### src/rtl/gbdt_dma_feeder_if.sv
// Bus bundle between the system DMA word source, the feeder and the
// accelerator core: 32-bit source word handshake plus the packed beat output.
// master = the side that drives source words and observes beats,
// slave  = the feeder itself.
interface gbdt_dma_feeder_if #(
    parameter int DMA_RATE = 64
) ();
    logic [31:0]         src_data;
    logic                src_valid;
    logic                src_ready;
    logic [DMA_RATE-1:0] DMA_data;
    logic                DMA_valid;

    modport master (
        output src_data,
        output src_valid,
        input  src_ready,
        input  DMA_data,
        input  DMA_valid
    );

    modport slave (
        input  src_data,
        input  src_valid,
        output src_ready,
        output DMA_data,
        output DMA_valid
    );
endinterface

### src/rtl/gbdt_dma_feeder.sv
// gbdt_dma_feeder: packs a 32-bit DMA word stream into DMA_RATE-wide beats,
// buffers them in a small FIFO and emits exactly cfg_beats beats per frame to
// the accelerator core, then waits for gbdt_done before accepting a new frame.
// The accelerator side has no backpressure, so the FIFO absorbs source jitter.
// Optional feature macro: GBDT_FEED_UNDERRUN_CNT_EN (saturating count of
// SEND cycles spent with the FIFO empty).
module gbdt_dma_feeder #(
    parameter int DMA_RATE   = 64,
    parameter int FIFO_DEPTH = 4,
    parameter int BEATS_W    = 8
) (
    input  logic               gbdt_clk,
    input  logic               gbdt_rst,
    input  logic [BEATS_W-1:0] cfg_beats,
    input  logic               feed_start,
    gbdt_dma_feeder_if.slave   bus,
    input  logic               gbdt_done,
    output logic               feed_busy,
    output logic               frame_sent,
    output logic [15:0]        underrun_cnt
);

    localparam int WPB   = DMA_RATE / 32;
    localparam int IDX_W = (WPB > 1) ? $clog2(WPB) : 1;
    localparam int PTR_W = $clog2(FIFO_DEPTH);
    localparam int CNT_W = PTR_W + 1;

    localparam logic [IDX_W-1:0]   LAST_IDX = IDX_W'(WPB - 1);
    localparam logic [IDX_W-1:0]   IDX_ONE  = IDX_W'(1);
    localparam logic [PTR_W-1:0]   PTR_ONE  = PTR_W'(1);
    localparam logic [CNT_W-1:0]   CNT_ONE  = CNT_W'(1);
    localparam logic [CNT_W-1:0]   DEPTH_C  = CNT_W'(FIFO_DEPTH);
    localparam logic [BEATS_W-1:0] REM_ONE  = BEATS_W'(1);

    typedef enum logic [1:0] {
        ST_IDLE = 2'd0,
        ST_SEND = 2'd1,
        ST_WAIT = 2'd2
    } state_t;

    state_t              state_r;
    state_t              next_state_s;

    logic [IDX_W-1:0]    idx_r;
    logic [DMA_RATE-1:0] pack_r;
    logic [DMA_RATE-1:0] beat_s;

    logic [DMA_RATE-1:0] mem_r [FIFO_DEPTH];
    logic [PTR_W-1:0]    wr_ptr_r;
    logic [PTR_W-1:0]    rd_ptr_r;
    logic [CNT_W-1:0]    count_r;

    logic                fifo_full_s;
    logic                fifo_empty_s;
    logic                src_ready_s;
    logic                word_hs_s;
    logic                push_s;
    logic                pop_s;
    logic                start_acc_s;
    logic                done_s;

    logic [BEATS_W-1:0]  remaining_r;
    logic [DMA_RATE-1:0] dma_data_r;
    logic                dma_valid_r;
    logic                frame_sent_r;

    // Full/empty come from the registered count only: a pop in the same cycle
    // does not free a slot for the incoming last word.
    assign fifo_full_s  = (count_r == DEPTH_C);
    assign fifo_empty_s = (count_r == '0);
    assign src_ready_s  = !gbdt_rst && ((idx_r != LAST_IDX) || !fifo_full_s);
    assign word_hs_s    = bus.src_valid && src_ready_s;
    assign push_s       = word_hs_s && (idx_r == LAST_IDX);

    // Current beat image with the incoming word merged into its lane.
    always_comb begin
        beat_s = pack_r;
        beat_s[32*int'(idx_r) +: 32] = bus.src_data;
    end

    // Packer: collects words into lanes, word 0 in the least significant lane.
    always_ff @(posedge gbdt_clk or posedge gbdt_rst) begin
        if (gbdt_rst) begin
            idx_r  <= '0;
            pack_r <= '0;
        end else if (word_hs_s) begin
            pack_r <= beat_s;
            if (idx_r == LAST_IDX) begin
                idx_r <= '0;
            end else begin
                idx_r <= idx_r + IDX_ONE;
            end
        end
    end

    // Beat storage; contents are don't-care once the pointers are reset.
    always_ff @(posedge gbdt_clk) begin
        if (push_s) begin
            mem_r[wr_ptr_r] <= beat_s;
        end
    end

    // FIFO pointers and occupancy; power-of-two depth lets pointers wrap freely.
    always_ff @(posedge gbdt_clk or posedge gbdt_rst) begin
        if (gbdt_rst) begin
            wr_ptr_r <= '0;
            rd_ptr_r <= '0;
            count_r  <= '0;
        end else begin
            if (push_s) begin
                wr_ptr_r <= wr_ptr_r + PTR_ONE;
            end
            if (pop_s) begin
                rd_ptr_r <= rd_ptr_r + PTR_ONE;
            end
            case ({push_s, pop_s})
                2'b10:   count_r <= count_r + CNT_ONE;
                2'b01:   count_r <= count_r - CNT_ONE;
                default: count_r <= count_r;
            endcase
        end
    end

    // Frame state register.
    always_ff @(posedge gbdt_clk or posedge gbdt_rst) begin
        if (gbdt_rst) begin
            state_r <= ST_IDLE;
        end else begin
            state_r <= next_state_s;
        end
    end

    // Next-state and per-cycle control: start acceptance, pops, frame end.
    always_comb begin
        next_state_s = state_r;
        pop_s        = 1'b0;
        start_acc_s  = 1'b0;
        done_s       = 1'b0;
        case (state_r)
            ST_IDLE: begin
                if (feed_start && (cfg_beats != '0)) begin
                    start_acc_s  = 1'b1;
                    next_state_s = ST_SEND;
                end else begin
                    next_state_s = ST_IDLE;
                end
            end
            ST_SEND: begin
                if (!fifo_empty_s) begin
                    pop_s = 1'b1;
                    if (remaining_r == REM_ONE) begin
                        next_state_s = ST_WAIT;
                    end else begin
                        next_state_s = ST_SEND;
                    end
                end else begin
                    next_state_s = ST_SEND;
                end
            end
            ST_WAIT: begin
                if (gbdt_done) begin
                    done_s       = 1'b1;
                    next_state_s = ST_IDLE;
                end else begin
                    next_state_s = ST_WAIT;
                end
            end
            default: begin
                next_state_s = ST_IDLE;
            end
        endcase
    end

    // Beat counter for the current frame, loaded only by an accepted start.
    always_ff @(posedge gbdt_clk or posedge gbdt_rst) begin
        if (gbdt_rst) begin
            remaining_r <= '0;
        end else if (start_acc_s) begin
            remaining_r <= cfg_beats;
        end else if (pop_s) begin
            remaining_r <= remaining_r - REM_ONE;
        end
    end

    // Registered accelerator outputs; data holds between beats.
    always_ff @(posedge gbdt_clk or posedge gbdt_rst) begin
        if (gbdt_rst) begin
            dma_data_r   <= '0;
            dma_valid_r  <= 1'b0;
            frame_sent_r <= 1'b0;
        end else begin
            dma_valid_r  <= pop_s;
            frame_sent_r <= done_s;
            if (pop_s) begin
                dma_data_r <= mem_r[rd_ptr_r];
            end
        end
    end

`ifdef GBDT_FEED_UNDERRUN_CNT_EN
    logic [15:0] underrun_cnt_r;
    logic        underrun_s;

    assign underrun_s = (state_r == ST_SEND) && fifo_empty_s;

    // Saturating count of starved SEND cycles, cleared by each accepted start.
    always_ff @(posedge gbdt_clk or posedge gbdt_rst) begin
        if (gbdt_rst) begin
            underrun_cnt_r <= 16'h0000;
        end else if (start_acc_s) begin
            underrun_cnt_r <= 16'h0000;
        end else if (underrun_s && (underrun_cnt_r != 16'hFFFF)) begin
            underrun_cnt_r <= underrun_cnt_r + 16'h0001;
        end
    end

    assign underrun_cnt = underrun_cnt_r;
`else
    assign underrun_cnt = 16'h0000;
`endif

    assign bus.src_ready = src_ready_s;
    assign bus.DMA_data  = dma_data_r;
    assign bus.DMA_valid = dma_valid_r;
    assign feed_busy     = (state_r != ST_IDLE);
    assign frame_sent    = frame_sent_r;

endmodule

### src/flat_wrapper.sv
// flat-port wrapper written by rule: the top's interface ports become plain ports
module gbdt_dma_feeder_flat 
#(
    parameter int DMA_RATE   = 64,
    parameter int FIFO_DEPTH = 4,
    parameter int BEATS_W    = 8
)
  (gbdt_clk, gbdt_rst, cfg_beats, feed_start, gbdt_done, feed_busy, frame_sent, underrun_cnt, bus_src_data, bus_src_valid, bus_src_ready, bus_DMA_data, bus_DMA_valid);
  gbdt_dma_feeder_if #(.DMA_RATE(DMA_RATE)) bus_i ();
  input  logic gbdt_clk;
  input  logic gbdt_rst;
  input  logic [BEATS_W-1:0] cfg_beats;
  input  logic feed_start;
  input  logic gbdt_done;
  output logic feed_busy;
  output logic frame_sent;
  output logic [15:0] underrun_cnt;
  input wire logic [$bits(bus_i.src_data)-1:0] bus_src_data;
  input wire logic [$bits(bus_i.src_valid)-1:0] bus_src_valid;
  output wire logic [$bits(bus_i.src_ready)-1:0] bus_src_ready;
  output wire logic [$bits(bus_i.DMA_data)-1:0] bus_DMA_data;
  output wire logic [$bits(bus_i.DMA_valid)-1:0] bus_DMA_valid;
  assign bus_i.src_data = bus_src_data;
  assign bus_i.src_valid = bus_src_valid;
  assign bus_src_ready = bus_i.src_ready;
  assign bus_DMA_data = bus_i.DMA_data;
  assign bus_DMA_valid = bus_i.DMA_valid;
  gbdt_dma_feeder #(.DMA_RATE(DMA_RATE), .FIFO_DEPTH(FIFO_DEPTH), .BEATS_W(BEATS_W)) u_core (.gbdt_clk(gbdt_clk), .gbdt_rst(gbdt_rst), .cfg_beats(cfg_beats), .feed_start(feed_start), .bus(bus_i), .gbdt_done(gbdt_done), .feed_busy(feed_busy), .frame_sent(frame_sent), .underrun_cnt(underrun_cnt));
endmodule
### config.mk
export PLATFORM = sky130hd
export DESIGN_NAME = gbdt_dma_feeder_flat
export DESIGN_NICKNAME = d
export VERILOG_FILES = /design/src/rtl/gbdt_dma_feeder_if.sv /design/src/rtl/gbdt_dma_feeder.sv /design/src/flat_wrapper.sv
export SDC_FILE = /design/constraint.sdc
export NUM_CORES = 1
export LEC_CHECK = 0
export BUFFER_PORTS_ARGS = -buffer_cell sky130_fd_sc_hd__buf_4
export CORE_MARGIN = 2
export CORE_UTILIZATION = 45
export DETAILED_ROUTE_END_ITERATION = 10
export PLACE_DENSITY = 0.66
export SKIP_CTS_REPAIR_TIMING = 1
export SLEW_MARGIN = 10
export SYNTH_ARGS = -nofsm -noshare
export SYNTH_HDL_FRONTEND = slang
export SYNTH_SLANG_ARGS = --single-unit
### constraint.sdc
create_clock -name gbdt_clk -period 9 [get_ports gbdt_clk]
set_input_delay 0.9 -clock gbdt_clk [delete_from_list [all_inputs] [get_ports gbdt_clk]]
set_output_delay 0.9 -clock gbdt_clk [all_outputs]
set_load 0.005 [all_outputs]
* Word level (Yosys, flattened, before mapping)
Memories as Yosys holds them, arrays and structs flattened. A register that Yosys moved wholly into a read port is not among the register bits.
Index checks and enable logic that the tools add are counted.
** Storage, ports and cells
- Memories kept :: 1
- Input bits :: 45
- Bits in writable memories :: 256
- Word-level logic and storage cells :: 57
- Output and inout port bits :: 84
- Register bits :: 84
** Cells by class
- Muxes and demuxes :: 18
- Shift operators :: 2
- Bitwise logic cells :: 1
- Add/sub/neg operators :: 7
- Reductions and logical operators :: 13
- Eq/ne operators :: 6
** Memories
- u_core.mem_r :: depth 4, width 64, rd ports 1, clocked after memory_dff 1, wr ports 1, line gbdt_dma_feeder.sv:48 : logic [DMA_RATE-1:0] mem_r [FIFO_DEPTH];
** Operator list (number)
- $bwmux W64 :: 1
- $shift A32 B33 Y64 const A :: 1
- $shiftx A32 B33 Y64 :: 1
- $neg A6 Y33 :: 1
- $mux W8 :: 2
- $mux W1 :: 10
- $eq A8 B1 Y1 const B :: 1
- $reduce_bool A8 Y1 :: 1
- $sub A8 B1 Y8 const B :: 1
- $mux W2 :: 3
- $pmux W2 S3 :: 1
- $pmux W3 S2 :: 1
- $reduce_bool A2 Y1 :: 3
- $add A2 B1 Y2 const B :: 2
- $eq A2 B1 Y1 const B :: 2
- $eq A2 B2 Y1 const B :: 2
- $logic_and A1 B1 Y1 :: 4
- $add A3 B1 Y3 const B :: 1
- $eq A3 B3 Y1 const B :: 1
- $logic_not A3 Y1 :: 1
- $sub A3 B1 Y3 const B :: 1
- $logic_not A1 Y1 :: 2
- $logic_not A2 Y1 :: 1
- $add A1 B1 Y1 const B :: 1
- 2 further kinds :: 2

* Depth between registers and ports, before layout
- Depth in word-level cells :: 8
- Gate-level depth with buffers :: 11
- Mapped depth without buffers :: 9

* Worst setup path after synthesis
Ideal clock, no wire load.
- Path kind :: input -> register
- Start point :: input port bus_src_valid
- End point :: memory u_core.mem_r[0][0], enable pin
- Required time :: 8571 ps
- Buffers on the path :: 1
- Setup slack :: 5444 ps
- Data arrival time :: 3127 ps
- Library setup time :: 429 ps
- Cell stages on the path :: 4
- Path through :: inv_1 a311oi_4 buf_2 and3_1
** Between the ends
- Longest elaborated chain between the ends :: 4
** RTL lines
- start, declared :: line flat_wrapper.sv:19 : input wire logic [$bits(bus_i.src_valid)-1:0] bus_src_valid;
- $logic_and A1 B1 Y1 :: line gbdt_dma_feeder.sv:72 : assign word_hs_s = bus.src_valid && src_ready_s;
- $logic_and A1 B1 Y1 :: line gbdt_dma_feeder.sv:73 : assign push_s = word_hs_s && (idx_r == LAST_IDX);
- $mux W1 :: line gbdt_dma_feeder.sv:98 : if (push_s) begin
- $mux W1 (implied by the code) :: line gbdt_dma_feeder.sv:99 : mem_r[wr_ptr_r] <= beat_s;
- end, declared :: line gbdt_dma_feeder.sv:48
Every way passes these cells.

* Worst setup path after layout
- Start point :: register u_core.idx_r
- End point :: memory u_core.mem_r[3][14], enable pin
** Between the ends
- Longest elaborated chain between the ends :: 7
** RTL lines
- start, declared :: line gbdt_dma_feeder.sv:44 : logic [IDX_W-1:0] idx_r;
- start signal, assigned :: line gbdt_dma_feeder.sv:91 : idx_r <= idx_r + IDX_ONE;
- $not A1 Y1 :: line gbdt_dma_feeder.sv:71 : assign src_ready_s = !gbdt_rst && ((idx_r != LAST_IDX) || !fifo_full_s);
- $logic_or A1 B1 Y1 :: line gbdt_dma_feeder.sv:71
- $logic_and A1 B1 Y1 :: line gbdt_dma_feeder.sv:71
- $logic_and A1 B1 Y1 :: line gbdt_dma_feeder.sv:72
- $logic_and A1 B1 Y1 (*) :: line gbdt_dma_feeder.sv:73
- $mux W1 (*) :: line gbdt_dma_feeder.sv:98
- $mux W1 (implied by the code) (*) :: line gbdt_dma_feeder.sv:99
Mark *: on every way between the ends. The rest lies on a longest branch, timed or not.

==> flow_metrics.env <==
export IMPL_outcome="completed"
export IMPL_p_per_area_nw_per_um2=348
export IMPL_dr_pass1_iters=4
export IMPL_crit_type="register to register"
export IMPL_met1_usage=0.231
export IMPL_synth_mux_area_frac=0.183
export IMPL_synthTopCellsByCount="edfxtp_1 (256), nand2_1 (200), dfrtp_1 (148)"
export IMPL_initialDrtViolationCount=478
export IMPL_io_pins=129
export IMPL_whs_ns=0.476
export IMPL_start_util=0.460
export IMPL_grt_pass1_wl_mm=47.2
export IMPL_drt_vias_per_instance=5.14
export IMPL_synth_compound_area_frac=0.00909
export IMPL_fill_cells=2819
export IMPL_drc_errors=0
export IMPL_rows=68
export IMPL_n_antenna_cell=0
export IMPL_tightest_slew_ns=1.11
export IMPL_met2_usage=0.275
export IMPL_synth_distinct_cells=47
export IMPL_syn_instance_count=939
export IMPL_cts_tree="built"
export IMPL_drive_above_1_share=0.353
export IMPL_synth_top_cell_area_share=0.481
export IMPL_synth_fa_ha_area_frac=0.00674
export IMPL_grt_ovfl_total=0
export IMPL_ys_top_cells_by_area="edfxtp_1 (48%), dfrtp_1 (23%), mux2_2 (9.2%)"
export IMPL_finalCritPeriodShare=0.394
export IMPL_cp_max_fo=72
export IMPL_synth_most_common_cell="edfxtp_1"
export IMPL_nNetsFinal=1106
export IMPL_place_congestion=0.699
export IMPL_total_power_mw=6.42
export IMPL_cts_sinks=404
export IMPL_syn_avg_cell_area_um2=17.0
export IMPL_htreeDepth=2
export IMPL_hold_viol_final=0
export IMPL_die_width_um=192
export IMPL_max_freq_mhz=282
export IMPL_finalSetupViolCount=0
export IMPL_routed_wl_mm=29.9
export IMPL_port_buffers=112
export IMPL_synth_xor_area_frac=0.00439
export IMPL_maxCapViolCount=0
export IMPL_clockRootBuffer="clkbuf_16"
export IMPL_rsz0062_at_grt="false"
export IMPL_power_leakage_nw=7.07
export IMPL_hold_class="register to register"
export IMPL_synth_edff_count=256
export IMPL_chipHeight_um=192
export IMPL_grtUsageMet3=0.0245
export IMPL_ir_drop_uv=213
export IMPL_ys_seq_area_frac=0.713
export IMPL_required_ns=9.14
export IMPL_hpwlAfterDp_mm=16.5
export IMPL_synth_area_um2=16000
export IMPL_clk_pin_slew_worst_paths_ns=0.06
export IMPL_synth_simple_area_share=0.0592
export IMPL_slew_viol_final=0
export IMPL_relSlewSlack=0.260
export IMPL_wl_per_cell_um=19.4
export IMPL_yosysTopAreaCell="edfxtp_1"
export IMPL_coreArea_um2=34700
export IMPL_synth_top_family_by_area="multiplexers"
export IMPL_crit_path_end_kind="register"
export IMPL_synthArstFlopShare=0.366
export IMPL_startpoint_type="register"
export IMPL_dieArea_um2=37000
export IMPL_top_usage_layer="met2"
export IMPL_grt_start_max_net_pins=93
export IMPL_cts_path_max_buffers=3
export IMPL_arrival_ns=3.69
export IMPL_antenna_found_initial=0
export IMPL_fin_crit_ns=3.55
export IMPL_numCtsBuffers=41
export IMPL_vias=7923
export IMPL_final_antenna_net_count=0
export IMPL_grt_pass1_vias=8311
export IMPL_insertion_delay_ns=0.53
export IMPL_synth_ff_type="edfxtp_1"
export IMPL_grt_usage=0.166
export IMPL_ys_warn_count=0
export IMPL_tns_ns=0
export IMPL_skew_ns=0.0147
export IMPL_ys_ff_latch=404
export IMPL_syn_to_final_growth_pct=15.5
==> through the flow <==
step,std cells,setup slack [ns],util,cell area [um2]
2_1_floorplan,954,4.12,-,16000
3_3_place_gp,1465,5.37,0.495,17200
3_5_place_dp,1465,5.37,0.495,17200
4_1_cts,1540,5.39,0.531,18400
5_1_grt,1540,5.25,0.531,18400
6_report,1540,5.45,0.531,18400
==> layer usage <==
metal	share of wire	up-vias
met5	0	-
met4	0.020	0
met3	0.035	46
met2	0.48	149
met1	0.46	4063
li1	-	3665
==> final timing paths <==
path / start / to / slack [ns] / cells after the start
worst max-delay path: u_core.idx_r$_DFFE_PP0N_ / u_core.mem_r[3][14]$_DFFE_PP_ / 5.45 / 3
min in group asynchronous: gbdt_rst / u_core.pack_r[32]$_DFFE_PP0N_ / 0.59 / 2
worst max register to register: u_core.idx_r$_DFFE_PP0N_ / u_core.mem_r[3][14]$_DFFE_PP_ / 5.45 / 3
worst min register to register: u_core.bus.DMA_data[8]$_DFFE_PP0P_ / u_core.bus.DMA_data[8]$_DFFE_PP0P_ / 0.48 / 2
worst min-delay path: u_core.bus.DMA_data[8]$_DFFE_PP0P_ / u_core.bus.DMA_data[8]$_DFFE_PP0P_ / 0.48 / 2
max in group asynchronous: gbdt_rst / u_core.pack_r[51]$_DFFE_PP0N_ / 7.16 / 3
==> state kept, by name (all words and copies together), names as in the netlist, 2 cells and up <==
| name | flops |
|---|---|
| u_core.pack_r | 64 |
| u_core.wr_ptr_r | 2 |
| u_core.rd_ptr_r | 2 |
| u_core.mem_r | 256 |
| u_core.remaining_r | 8 |
| u_core.state_r | 2 |
| u_core.bus.DMA_data | 64 |
| u_core.count_r | 3 |
==> where the power goes <==
part	leakage, nW	internal (mW)	total, mW	switching (mW)
combinational	2.37	0.948	1.84	0.891
sequential	4.08	2.62	2.99	0.370
clock	0.620	0.902	1.59	0.686
total	7.07	4.47	6.42	1.95
==> cell families (layout without fill, tap and decap cells) <==
logic type               count (synthesis)  in the layout
AO/OA/AOI/OAI                           17             17
XOR/XNOR                                 8              8
adder cells (fa/ha/maj)                  8              8
buffers and inverters                   74            205
flip-flops                             404            404
multiplexers                           196            196
other                                    1             16
AND/OR/NAND/NOR                        231            231
==> worst max-delay path, cell delays in order (launching register included) <==
cell	delay [ns]
dfrtp_4	0.86
a311oi_4	0.39
buf_4	0.85
and3_4	1.00
==> cell usage in the layout (no fill, tap or decap), types with 6 or more instances in the layout <==
cell type  netlist  layout
edfxtp_1       256     256
ha_1             7       7
conb_1           1      16
buf_4           17     116
clkinv_1         0       6
inv_1           13      12
nand2_1        200     200
clkbuf_16        0      42
dfrtp_1        148     145
mux2_2         130     130
mux4_2          64      64
clkbuf_1        19      12
clkinv_2         0       8
==> cell type report <==
type	instances	area, um2	area share
flip-flops and latches	404	11400	0.618
clock buffers	59	1160	0.0632
repair buffers	116	871	0.0472
multi-input cells	476	4280	0.232
inverters	14	58.8	0.00319
well taps	455	569	0.0309
clock inverters	16	91.3	0.00495
No activity file was read; power rests on OpenSTA's default activity.
